===== src/rtl/axi4_lite_pkg.sv =====
// Shared types for the AXI4-Lite master: response codes and master FSM states.
package axi4_lite_pkg;

  typedef enum logic [1:0] {
    OKAY   = 2'd0,
    EXOKAY = 2'd1,
    SLVERR = 2'd2,
    DECERR = 2'd3
  } resp_e;

  typedef enum logic [2:0] {
    IDLE    = 3'd0,
    WR      = 3'd1,
    WR_RESP = 3'd2,
    RD_ADDR = 3'd3,
    RD_DATA = 3'd4,
    RSP     = 3'd5
  } mst_state_e;

  localparam logic [2:0] PROT_DEFAULT = 3'b000;

endpackage


===== src/rtl/axi4_lite_master_p_if.sv =====
// AXI4-Lite bus bundle between one master and one slave.
interface axi4_lite_master_p_if #(
  parameter int unsigned ADDR_W = 4,
  parameter int unsigned DATA_W = 32
);
  localparam int unsigned STRB_W = DATA_W / 8;

  logic [ADDR_W-1:0] AWADDR;
  logic [2:0]        AWPROT;
  logic              AWVALID;
  logic              AWREADY;
  logic [DATA_W-1:0] WDATA;
  logic [STRB_W-1:0] WSTRB;
  logic              WVALID;
  logic              WREADY;
  logic [1:0]        BRESP;
  logic              BVALID;
  logic              BREADY;
  logic [ADDR_W-1:0] ARADDR;
  logic [2:0]        ARPROT;
  logic              ARVALID;
  logic              ARREADY;
  logic [DATA_W-1:0] RDATA;
  logic [1:0]        RRESP;
  logic              RVALID;
  logic              RREADY;

  modport master (
    output AWADDR, AWPROT, AWVALID, input AWREADY,
    output WDATA, WSTRB, WVALID, input WREADY,
    input BRESP, BVALID, output BREADY,
    output ARADDR, ARPROT, ARVALID, input ARREADY,
    input RDATA, RRESP, RVALID, output RREADY
  );

  modport slave (
    input AWADDR, AWPROT, AWVALID, output AWREADY,
    input WDATA, WSTRB, WVALID, output WREADY,
    output BRESP, BVALID, input BREADY,
    input ARADDR, ARPROT, ARVALID, output ARREADY,
    output RDATA, RRESP, RVALID, input RREADY
  );

endinterface


===== src/rtl/axi4_lite_master_p_vhold.sv =====
// Per-channel VALID holder: set on load, held until the channel handshakes.
module axi_lite_vhold (
  input  logic ACLK,
  input  logic ARESETn,
  input  logic load,
  input  logic ready,
  output logic valid
);

  always_ff @(posedge ACLK or negedge ARESETn) begin
    if (!ARESETn)            valid <= 1'b0;
    else if (load)           valid <= 1'b1;
    else if (valid && ready) valid <= 1'b0;
  end

endmodule


===== src/rtl/axi4_lite_master_p.sv =====
// AXI4-Lite master: one command in flight, AW/W/B or AR/R, one held response per command.
module axi4_lite_master_p
  import axi4_lite_pkg::*;
#(
  parameter int unsigned ADDR_W = 4,
  parameter int unsigned DATA_W = 32
) (
  input  logic              ACLK,
  input  logic              ARESETn,
  input  logic              cmd_valid,
  output logic              cmd_ready,
  input  logic              cmd_write,
  input  logic [ADDR_W-1:0] cmd_addr,
  input  logic [DATA_W-1:0] cmd_wdata,
  input  logic [DATA_W/8-1:0] cmd_wstrb,
  output logic              rsp_valid,
  input  logic              rsp_ready,
  output logic              rsp_write,
  output logic [DATA_W-1:0] rsp_rdata,
  output logic [1:0]        rsp_resp,
  axi4_lite_master_p_if.master axi
);

  localparam int unsigned STRB_W = DATA_W / 8;

  mst_state_e        state;
  logic [ADDR_W-1:0] addr_q;
  logic [DATA_W-1:0] wdata_q;
  logic [STRB_W-1:0] wstrb_q;
  logic              ar_valid_q;
  logic              b_ready_q;
  logic              r_ready_q;
  logic              aw_valid;
  logic              w_valid;

  logic accept_c;
  logic wr_load_c;
  logic aw_done_c;
  logic w_done_c;

  // A channel counts as done once its VALID has dropped or is handshaking this cycle.
  assign accept_c  = (state == IDLE) && cmd_ready && cmd_valid;
  assign wr_load_c = accept_c && cmd_write;
  assign aw_done_c = !aw_valid || axi.AWREADY;
  assign w_done_c  = !w_valid || axi.WREADY;

  axi_lite_vhold u_aw_hold (
    .ACLK    (ACLK),
    .ARESETn (ARESETn),
    .load    (wr_load_c),
    .ready   (axi.AWREADY),
    .valid   (aw_valid)
  );

  axi_lite_vhold u_w_hold (
    .ACLK    (ACLK),
    .ARESETn (ARESETn),
    .load    (wr_load_c),
    .ready   (axi.WREADY),
    .valid   (w_valid)
  );

  always_ff @(posedge ACLK or negedge ARESETn) begin
    if (!ARESETn) begin
      state      <= IDLE;
      cmd_ready  <= 1'b0;
      addr_q     <= '0;
      wdata_q    <= '0;
      wstrb_q    <= '0;
      ar_valid_q <= 1'b0;
      b_ready_q  <= 1'b0;
      r_ready_q  <= 1'b0;
      rsp_valid  <= 1'b0;
      rsp_write  <= 1'b0;
      rsp_rdata  <= '0;
      rsp_resp   <= 2'b00;
    end else begin
      unique case (state)
        IDLE: begin
          // cmd_ready comes up one cycle after reset release
          if (!cmd_ready) begin
            cmd_ready <= 1'b1;
          end else if (cmd_valid) begin
            cmd_ready <= 1'b0;
            addr_q    <= cmd_addr;
            wdata_q   <= cmd_wdata;
            wstrb_q   <= cmd_wstrb;
            if (cmd_write) begin
              state <= WR;
            end else begin
              state      <= RD_ADDR;
              ar_valid_q <= 1'b1;
            end
          end
        end
        WR: begin
          if (aw_done_c && w_done_c) begin
            state     <= WR_RESP;
            b_ready_q <= 1'b1;
          end
        end
        WR_RESP: begin
          if (axi.BVALID) begin
            state     <= RSP;
            b_ready_q <= 1'b0;
            rsp_valid <= 1'b1;
            rsp_write <= 1'b1;
            rsp_rdata <= '0;
            rsp_resp  <= axi.BRESP;
          end
        end
        RD_ADDR: begin
          if (axi.ARREADY) begin
            state      <= RD_DATA;
            ar_valid_q <= 1'b0;
            r_ready_q  <= 1'b1;
          end
        end
        RD_DATA: begin
          if (axi.RVALID) begin
            state     <= RSP;
            r_ready_q <= 1'b0;
            rsp_valid <= 1'b1;
            rsp_write <= 1'b0;
            rsp_rdata <= axi.RDATA;
            rsp_resp  <= axi.RRESP;
          end
        end
        RSP: begin
          if (rsp_ready) begin
            state     <= IDLE;
            rsp_valid <= 1'b0;
            cmd_ready <= 1'b1;
          end
        end
        default: state <= IDLE;
      endcase
    end
  end

  assign axi.AWADDR  = addr_q;
  assign axi.AWPROT  = PROT_DEFAULT;
  assign axi.AWVALID = aw_valid;
  assign axi.WDATA   = wdata_q;
  assign axi.WSTRB   = wstrb_q;
  assign axi.WVALID  = w_valid;
  assign axi.BREADY  = b_ready_q;
  assign axi.ARADDR  = addr_q;
  assign axi.ARPROT  = PROT_DEFAULT;
  assign axi.ARVALID = ar_valid_q;
  assign axi.RREADY  = r_ready_q;

endmodule

===== src/flat_wrapper.sv =====
// flat-port wrapper written by rule: the top's interface ports become plain ports
module axi4_lite_master_p_flat import axi4_lite_pkg::*;
#(
  parameter int unsigned ADDR_W = 4,
  parameter int unsigned DATA_W = 32
)
  (ACLK, ARESETn, cmd_valid, cmd_ready, cmd_write, cmd_addr, cmd_wdata, cmd_wstrb, rsp_valid, rsp_ready, rsp_write, rsp_rdata, rsp_resp, axi_AWADDR, axi_AWPROT, axi_AWVALID, axi_AWREADY, axi_WDATA, axi_WSTRB, axi_WVALID, axi_WREADY, axi_BRESP, axi_BVALID, axi_BREADY, axi_ARADDR, axi_ARPROT, axi_ARVALID, axi_ARREADY, axi_RDATA, axi_RRESP, axi_RVALID, axi_RREADY);
  axi4_lite_master_p_if #(.ADDR_W(ADDR_W), .DATA_W(DATA_W)) axi_i ();
  input  logic ACLK;
  input  logic ARESETn;
  input  logic cmd_valid;
  output logic cmd_ready;
  input  logic cmd_write;
  input  logic [ADDR_W-1:0] cmd_addr;
  input  logic [DATA_W-1:0] cmd_wdata;
  input  logic [DATA_W/8-1:0] cmd_wstrb;
  output logic rsp_valid;
  input  logic rsp_ready;
  output logic rsp_write;
  output logic [DATA_W-1:0] rsp_rdata;
  output logic [1:0] rsp_resp;
  output wire logic [$bits(axi_i.AWADDR)-1:0] axi_AWADDR;
  output wire logic [$bits(axi_i.AWPROT)-1:0] axi_AWPROT;
  output wire logic [$bits(axi_i.AWVALID)-1:0] axi_AWVALID;
  input wire logic [$bits(axi_i.AWREADY)-1:0] axi_AWREADY;
  output wire logic [$bits(axi_i.WDATA)-1:0] axi_WDATA;
  output wire logic [$bits(axi_i.WSTRB)-1:0] axi_WSTRB;
  output wire logic [$bits(axi_i.WVALID)-1:0] axi_WVALID;
  input wire logic [$bits(axi_i.WREADY)-1:0] axi_WREADY;
  input wire logic [$bits(axi_i.BRESP)-1:0] axi_BRESP;
  input wire logic [$bits(axi_i.BVALID)-1:0] axi_BVALID;
  output wire logic [$bits(axi_i.BREADY)-1:0] axi_BREADY;
  output wire logic [$bits(axi_i.ARADDR)-1:0] axi_ARADDR;
  output wire logic [$bits(axi_i.ARPROT)-1:0] axi_ARPROT;
  output wire logic [$bits(axi_i.ARVALID)-1:0] axi_ARVALID;
  input wire logic [$bits(axi_i.ARREADY)-1:0] axi_ARREADY;
  input wire logic [$bits(axi_i.RDATA)-1:0] axi_RDATA;
  input wire logic [$bits(axi_i.RRESP)-1:0] axi_RRESP;
  input wire logic [$bits(axi_i.RVALID)-1:0] axi_RVALID;
  output wire logic [$bits(axi_i.RREADY)-1:0] axi_RREADY;
  assign axi_AWADDR = axi_i.AWADDR;
  assign axi_AWPROT = axi_i.AWPROT;
  assign axi_AWVALID = axi_i.AWVALID;
  assign axi_i.AWREADY = axi_AWREADY;
  assign axi_WDATA = axi_i.WDATA;
  assign axi_WSTRB = axi_i.WSTRB;
  assign axi_WVALID = axi_i.WVALID;
  assign axi_i.WREADY = axi_WREADY;
  assign axi_i.BRESP = axi_BRESP;
  assign axi_i.BVALID = axi_BVALID;
  assign axi_BREADY = axi_i.BREADY;
  assign axi_ARADDR = axi_i.ARADDR;
  assign axi_ARPROT = axi_i.ARPROT;
  assign axi_ARVALID = axi_i.ARVALID;
  assign axi_i.ARREADY = axi_ARREADY;
  assign axi_i.RDATA = axi_RDATA;
  assign axi_i.RRESP = axi_RRESP;
  assign axi_i.RVALID = axi_RVALID;
  assign axi_RREADY = axi_i.RREADY;
  axi4_lite_master_p #(.ADDR_W(ADDR_W), .DATA_W(DATA_W)) u_core (.ACLK(ACLK), .ARESETn(ARESETn), .cmd_valid(cmd_valid), .cmd_ready(cmd_ready), .cmd_write(cmd_write), .cmd_addr(cmd_addr), .cmd_wdata(cmd_wdata), .cmd_wstrb(cmd_wstrb), .rsp_valid(rsp_valid), .rsp_ready(rsp_ready), .rsp_write(rsp_write), .rsp_rdata(rsp_rdata), .rsp_resp(rsp_resp), .axi(axi_i));
endmodule

===== config.mk =====
export PLATFORM = sky130hd
export DESIGN_NAME = axi4_lite_master_p_flat
export DESIGN_NICKNAME = d
export VERILOG_FILES = /design/src/rtl/axi4_lite_pkg.sv /design/src/rtl/axi4_lite_master_p_if.sv /design/src/rtl/axi4_lite_master_p_vhold.sv /design/src/rtl/axi4_lite_master_p.sv /design/src/flat_wrapper.sv
export SDC_FILE = /design/constraint.sdc
export NUM_CORES = 1
export LEC_CHECK = 0
export CAP_MARGIN = 10
export CORE_MARGIN = 4
export CORE_UTILIZATION = 40
export CTS_CLUSTER_SIZE = 8
export DETAILED_ROUTE_END_ITERATION = 7
export HOLD_SLACK_MARGIN = 0.15
export PLACE_DENSITY = 0.81
export SLEW_MARGIN = 0
export SYNTH_ARGS = -nofsm -noshare
export SYNTH_HDL_FRONTEND = slang
export SYNTH_HIERARCHICAL = 1
export SYNTH_SLANG_ARGS = --single-unit

===== constraint.sdc =====
create_clock -name ACLK -period 2.03 [get_ports ACLK]
set_clock_uncertainty 0.05 [all_clocks]
set_input_delay 0.3045 -clock ACLK [delete_from_list [all_inputs] [get_ports ACLK]]
set_output_delay 0.3045 -clock ACLK [all_outputs]
set_load 0.03 [all_outputs]

### Word-level counts from Yosys, hierarchy flattened

Cells that the tools add are included.
Widths: inputs -> output; s select.

| storage, ports and cells | value |
|---|---|
| register bits | 85 |
| bits of input ports | 86 |
| output and inout port bits | 92 |
| logic and storage cells | 93 |

| operators by class | value |
|---|---|
| equal/unequal tests | 13 |
| reductions and logical operators | 27 |
| mux-type cells | 39 |

Operator list:

| cell | number |
|---|---|
| $mux 32 | 2 |
| $pmux 32 s2 | 1 |
| $mux 3 | 7 |
| $mux 1 | 18 |
| $pmux 3 s6 | 1 |
| $reduce_bool 2->1 | 7 |
| $ne 2x2->1 const B | 6 |
| $reduce_and 3->1 | 4 |
| $pmux 1 s2 | 5 |
| $reduce_and 7->1 | 1 |
| $eq 3x2->1 const B | 2 |
| $eq 3x3->1 const B | 2 |
| $logic_and 1x1->1 | 6 |
| $mux 2 | 3 |
| $reduce_and 5->1 | 1 |
| $ne 2x1->1 const B | 2 |
| $pmux 2 s2 | 1 |
| $reduce_and 4->1 | 1 |
| $eq 3x1->1 const B | 1 |
| $logic_not 3->1 | 1 |
| $pmux 1 s3 | 1 |
| $reduce_bool 3->1 | 1 |
| $logic_not 1->1 | 2 |
| $logic_or 1x1->1 | 2 |
| $reduce_and 2->1 | 1 |

### Longest topological paths before layout

Gate-level depths: netlist of the first run.

| logic depth | value |
|---|---|
| depth in word-level cells | 5 |
| mapped depth | 6 |

### Hierarchy

The synthesis of the first run kept the hierarchy.

Modules (own cells, without submodules):

| module | area an instance (sq um) | instances | cells each | seq. area each (sq um) |
|---|---|---|---|---|
| axi4_lite_master_p | 3394.5 | 1 | 243 | 2077.0 |
| axi_lite_vhold | 36.3 | 2 | 3 | 25.0 |

### Least setup slack after synthesis of the first run

OpenSTA, ideal clock, no wires.

| timing path | value |
|---|---|
| path type | register to register |
| from | register u_core.cmd_ready |
| to | register u_core.addr_q[0], in the netlist u_core/axi.ARADDR[0] |
| setup slack | 275 ps |
| period minus slack after synthesis | 1755 ps |
| stages on the path, launching flop included | 5 |
| setup time | 125 ps |
| arrival time | 1581 ps |
| path through | dfrtp_1 -> nand2_1 -> nor4_4 -> buf_6 -> mux2_2 |

| on the way | value |
|---|---|
| longest elaborated chain between the ends | 1 |

RTL lines:

| item | line | text |
|---|---|---|
| from (decl) | axi4_lite_master_p.sv:11 | `output logic cmd_ready,` |
| from (signal assigned) | axi4_lite_master_p.sv:66 | `cmd_ready <= 1'b0;` |
| from (signal assigned) | axi4_lite_master_p.sv:82 | `cmd_ready <= 1'b1;` |
| from (signal assigned) | axi4_lite_master_p.sv:84 | `cmd_ready <= 1'b0;` |
| $reduce_and 3->1 (no source line) | n/a |  |
| to (signal assigned) | axi4_lite_master_p.sv:85 | `addr_q <= cmd_addr;` |
| to (decl) | axi4_lite_master_p.sv:27 | `logic [ADDR_W-1:0] addr_q;` |

Every way passes these cells.
A chain may end at the register's enable or synchronous reset.

### Final worst setup path of the first run

| timing path | value |
|---|---|
| from | register u_core.u_aw_hold.valid |
| to | output axi_AWVALID |

RTL lines:

| item | line | text |
|---|---|---|
| from (decl) | axi4_lite_master_p_vhold.sv:7 | `output logic valid` |
| from (signal assigned) | axi4_lite_master_p_vhold.sv:11 | `if (!ARESETn) valid <= 1'b0;` |
| from (signal assigned) | axi4_lite_master_p_vhold.sv:12 | `else if (load) valid <= 1'b1;` |
| from (signal assigned) | axi4_lite_master_p_vhold.sv:13 | `else if (valid && ready) valid <= 1'b0;` |
| to (decl) | flat_wrapper.sv:24 | `output wire logic [$bits(axi_i.AWVALID)-1:0] axi_AWVALID;` |

No word-level cell between the ends.

==> results of run 1 <==
==> flip-flops by register name, indices dropped and copies added, names as in the netlist <==
| name | cells |
|---|---|
| u_core/u_aw_hold/valid | 1 |
| u_core/axi.WDATA | 32 |
| u_core/u_w_hold/valid | 1 |
| u_core/axi.ARVALID | 1 |
| u_core/rsp_rdata | 32 |
| u_core/axi.RREADY | 1 |
| u_core/axi.WSTRB | 4 |
| u_core/rsp_write | 1 |
| u_core/rsp_resp | 2 |
| u_core/state | 3 |
| u_core/axi.ARADDR | 4 |
| u_core/axi.BREADY | 1 |
| u_core/cmd_ready | 1 |
| u_core/rsp_valid | 1 |
==> path summary, 6_finish.rpt <==
check	endpoint	cells after the start	slack, ps
min	u_core/rsp_rdata[5]	2	340
min reg2reg	u_core/rsp_resp[1]	2	440
max in group asynchronous	u_core/rsp_rdata[11]	3	980
max reg2reg	u_core/axi.WSTRB[0]	3	270
max	axi_AWVALID	1	250
min in group ACLK	u_core/rsp_resp[1]	2	440
==> cell type report <==
cell class / count / area share
Clock buffer: 10 / 0.0250
Clock inverter: 5 / 0.0196
Inverter: 9 / 0.00614
Multi-Input combinational cell: 136 / 0.206
Sequential cell: 85 / 0.387
Tap cell: 105 / 0.0239
Timing Repair Buffer: 180 / 0.333
==> cells in the final DEF (no fill, tap or decap), types with 2 or more instances in the layout <==
cell and count:
mux2i_1 3, inv_1 7, a21o_1 2, buf_4 5, mux2_1 3, nand3_1 5
mux2_2 37, a22o_1 32, conb_1 6, dfrtp_1 85, nand2b_1 2, bufinv_16 3
and3b_1 2, clkbuf_8 10, clkinv_1 2, nor2_1 3, buf_12 4, nand2_1 7
nor2b_1 2, a21oi_1 6, o21ai_0 11, clkdlybuf4s50_1 170
==> power groups by stage <==
stage	clock [mW]	sequential, mW	combinational [mW]
final	1.43	2.86	4.64
after detailed placement	0	2.90	4.68
after floorplan	0	4.16	1.52
after global routing	1.56	2.98	4.89
after global placement	0	2.87	4.61
after CTS	1.48	2.87	4.70
==> routing by layer <==
metal  part of all wire  vias to the layer above  wire, um
met1               0.40                     1283      3490
met2               0.52                      103      4490
met5                  0                        -         0
li1                   -                     1224         -
met3              0.078                        4       680
met4             0.0040                        0        35
==> kinds of logic (layout without fill, tap and decap cells) <==
group / count (synthesis) / after routing / share of synthesized area
buf+inv: 33 / 204 / 0.0668
compound gates: 62 / 62 / 0.137
other cells: 1 / 6 / 0.00108
simple gates: 25 / 25 / 0.0429
flops: 85 / 85 / 0.613
mux: 43 / 43 / 0.139
==> worst register-to-register path, stage by stage, from the launching register on <==
cell and delay, ps:
dfrtp_1 540, nor4_4 390, buf_12 280, mux2_2 400
==> impl_metrics.ini, run 1 <==
[place]
port_buffers = 171
gp_congestion = 0.837
place_area_mm2 = 0.00525
dp_slack_ps = 88.5
dp_cells = 514
dp_hpwl_mm = 6.58

[clocking]
htreeDepth = 3
tritoncts = done
post_cts_buffers = 0
clock-sinks = 85
cts-resized-gates = 0
cts-buffers-inserted = 9
clk_pin_slew_worst_paths_ps = 90
cts_root_buf = clkbuf_8
insertion_delay_ps = 340
cts_hold_buf = 1
clockBufferDepth = 2

[outcome]
outcome = complete, no violations

[timing]
slew_viol_final = 0
tns_ps = 0
fin_hold_ws_ps = 337
report.final.setup_viol = 0
max_freq_ghz = 0.563
worst_slack_ps = 254
rsz0062_at_grt = no
hold_viol_final = 0
finalCritPeriodShare = 0.875
period_minus_slack_ps = 1780

[critical_path]
critPathMaxStageDelay_ps = 690
end_kind = primary output
critPathMaxFanout = 3
cp.buffers_inverters = 1
crit_chain = clkdlybuf4s50_1
r2r_start = u_core/state[1]
crit_type = reg2out
arrival_ps = 1420
setup.worst_path.start = u_core/u_aw_hold/valid
cpMaxStageDelayCell = clkdlybuf4s50_1
required_ps = 1680
critPathTopFamily = buffers and inverters
worst_setup_path_start_kind = flip-flop

[power]
switching_share = 0.394
clockPowerShare = 0.160
p_seq_frac = 0.321
leakage_nw = 2.35
p_per_area_mw_per_mm2 = 1620
internal_power_mw = 5.41
switchingPower_mw = 3.52
vdd.ir_drop.worst_mv = 0.881
combPwrFrac = 0.519
finalPower_mw = 8.94

[logic_synthesis]
synth_cell_types = 36
yosysTopAreaCell = dfrtp_1
synth_area_mm2 = 0.00347
synth_area_leaders = dfrtp_1, mux2_2, a22o_1, buf_6, buf_4
synth.most_common_cell = dfrtp_1
yosysSeqAreaShare = 0.613
syn_avg_cell_area_um2 = 13.9
synthCells = 249
ys.flop_type = dfrtp_1
ys_async_sr_fraction = 1.00
ys_ff_latch = 85
yosys_warnings = 6
synthTopCellsByCount = dfrtp_1, mux2_2, a22o_1
synth_edf_count = 0
synth_top_area_frac = 0.613

[final_layout]
fin_area_mm2 = 0.00550
drive_above_1_share = 0.153
nFillCells = 636
num_antenna_cells = 0
multi_input_area_mm2 = 0.00113
layout.area.seq_mm2 = 0.00213
fin_cells = 530
utilization = 0.659
syn_to_final_growth_pct = 58.6
fin_nets = 507

[global_route]
grt-busiest-layer = met2
global_route.usage.met1 = 0.219
track_usage = 0.174
grt_max_degree = 44
met2_usage = 0.297
antenna_found_initial = 0
grt_first_pass_wirelength_mm = 14.0
grt_pass1_vias = 2719
overflow = 0
met3_usage = 0.0498

[die]
die-height_um = 101
num_rows = 33
die-width_um = 101
io-pin-count = 178
dieArea_mm2 = 0.0102
start_util = 0.416
coreArea_mm2 = 0.00834

[routing]
avgRoutedWirePerCell_um = 16.4
drcViolationCount = 0
ant_nets = 0
via_per_inst = 4.93
drt_iter0_drc = 74
via_count = 2614
totalWireLength_mm = 8.70
dr.pass1.iters = 4

[hold_path]
hold_class = in2async

[flow_run]
cap_violations = 0
Note: power is estimated with default switching activity, not from simulation.
==> run 2, diff against run 1 <==
Settings changed: CTS_CLUSTER_DIAMETER set to 30, SETUP_SLACK_MARGIN set to 0.1.
==> results of run 2 <==
No change in the layout: final DEF, timing and power equal those of run 1.
==> run 3, diff against run 2 <==
Settings changed: GPL_TIMING_DRIVEN set to 0.
==> run 3 against run 2 <==
Cell count rose by 3.8%. Non-clock buffer count rose by 19. Sequential share of layout area fell by 0.66 points. Critical path depth rose by 1. Highest routed layer unchanged.
==> impl_metrics.ini, run 3 (synthesis gave the netlist of run 1 again) <==
[outcome]
outcome = complete, no violations

[global_route]
antenna_found_initial = 0
grt_max_degree = 50
grt_pass1_vias = 2868
grt_first_pass_wirelength_mm = 14.3
overflow = 0
track_usage = 0.179

[die]
coreArea_mm2 = 0.00834
die-width_um = 101
num_rows = 33
start_util = 0.416
io-pin-count = 178
die-height_um = 101
dieArea_mm2 = 0.0102

[hold_path]
hold_class = in2async

[clocking]
clockBufferDepth = 2
cts-resized-gates = 0
clock-sinks = 85
htreeDepth = 3
clk_pin_slew_worst_paths_ps = 100
cts-buffers-inserted = 9
insertion_delay_ps = 340
cts_root_buf = clkbuf_8
tritoncts = done

[critical_path]
critPathMaxStageDelay_ps = 650
cpMaxStageDelayCell = clkdlybuf4s50_1
crit_type = reg2out
critPathMaxFanout = 3
worst_setup_path_start_kind = flip-flop
required_ps = 1680
r2r_setup_slack_ps = 360
arrival_ps = 1500
crit_chain = buf_4 > clkdlybuf4s50_1
r2r_start = u_core/state[1]
rr_worst_depth = 4
reg2reg_to = u_core/rsp_rdata[7]
end_kind = primary output

[routing]
via_per_inst = 4.96
avgRoutedWirePerCell_um = 16.7
totalWireLength_mm = 9.17
ant_nets = 0
drcViolationCount = 0
dr.pass1.iters = 4
via_count = 2728
drt_iter0_drc = 89

[flow_run]
cap_violations = 0

[final_layout]
final_common_cell = clkdlybuf4s50_1
fin_area_mm2 = 0.00560
final_cell_mix = clkdlybuf4s50_1, dfrtp_1, mux2_2
num_antenna_cells = 0
nFillCells = 636
multi_input_area_mm2 = 0.00113
drive_above_1_share = 0.184
layout.area.seq_mm2 = 0.00213
fin_nets = 526
syn_to_final_growth_pct = 61.4
utilization = 0.671

[timing]
period_minus_slack_ps = 1850
worstMarginPinSlew_ps = 503
finalCritPeriodShare = 0.911
hold_viol_final = 0
fin_hold_ws_ps = 416
max_freq_ghz = 0.541
slew_headroom = 0.665
rsz0062_at_grt = no
slew_viol_final = 0
report.final.setup_viol = 0

[power]
leakage_nw = 2.42
vdd.ir_drop.worst_mv = 0.813
p_per_area_mw_per_mm2 = 1600
finalPower_mw = 8.93

[place]
place_area_mm2 = 0.00535
port_buffers = 171
dp_hpwl_mm = 7.08
gp_congestion = 0.820
-- run 3: critical path: cells and delay by family (launching register included) --
family                 cells  cell delay (ps)
buffers and inverters      2              770
flip-flops                 1              390
-- run 3: layer usage --
layer | global-route usage | routed length [um] | vias up
met4 | 0.0593 | 146 | 0
met1 | 0.222 | 3650 | 1334
met2 | 0.314 | 4780 | 116
met5 | 0 | 0 | -
met3 | 0.0311 | 595 | 13
li1 | - | - | 1265
-- run 3: area by class of cell --
type	instances	area share
multi-input cells	136	0.201
inverters	9	0.00604
clock inverters	6	0.0141
clock buffers	10	0.0246
repair buffers	175	0.315
well taps	105	0.0235
plain buffers	24	0.0353
flip-flops and latches	85	0.380
-- run 3: worst max-delay path by stage --
stage | slack, ps | from | end
finish | 180 | u_core/axi.ARADDR[0] | axi_AWADDR[0]
global route | 130 | u_core/axi.ARADDR[0] | axi_AWADDR[0]
CTS | 140 | u_core/axi.ARADDR[0] | axi_AWADDR[0]
detailed placement | -160 | cmd_valid | u_core/axi.WSTRB[1]
global placement | -2390 | ARESETn | u_core/axi.WDATA[3]
floorplan | 270 | u_core/cmd_ready | u_core/axi.ARADDR[0]
-- run 3: what timing repair did --
action	in CTS	in global routing
hold buffers	1	0
endpoints found under the setup margin	0	12
buffers inserted	0	2
hold endpoints to repair	36	0
-- run 3: power by group --
group	internal (mW)	switching [mW]
logic	2.27	2.57
clock network	0.629	0.637
registers	2.40	0.416
-- run 3: stage by stage --
stage,instances,setup slack [ps],setup TNS (ps)
CTS,548,144,0
detailed placement,531,-157,-5110
global placement,530,-2390,-205760
finish,550,180,0
floorplan,254,275,0
global route,550,129,0
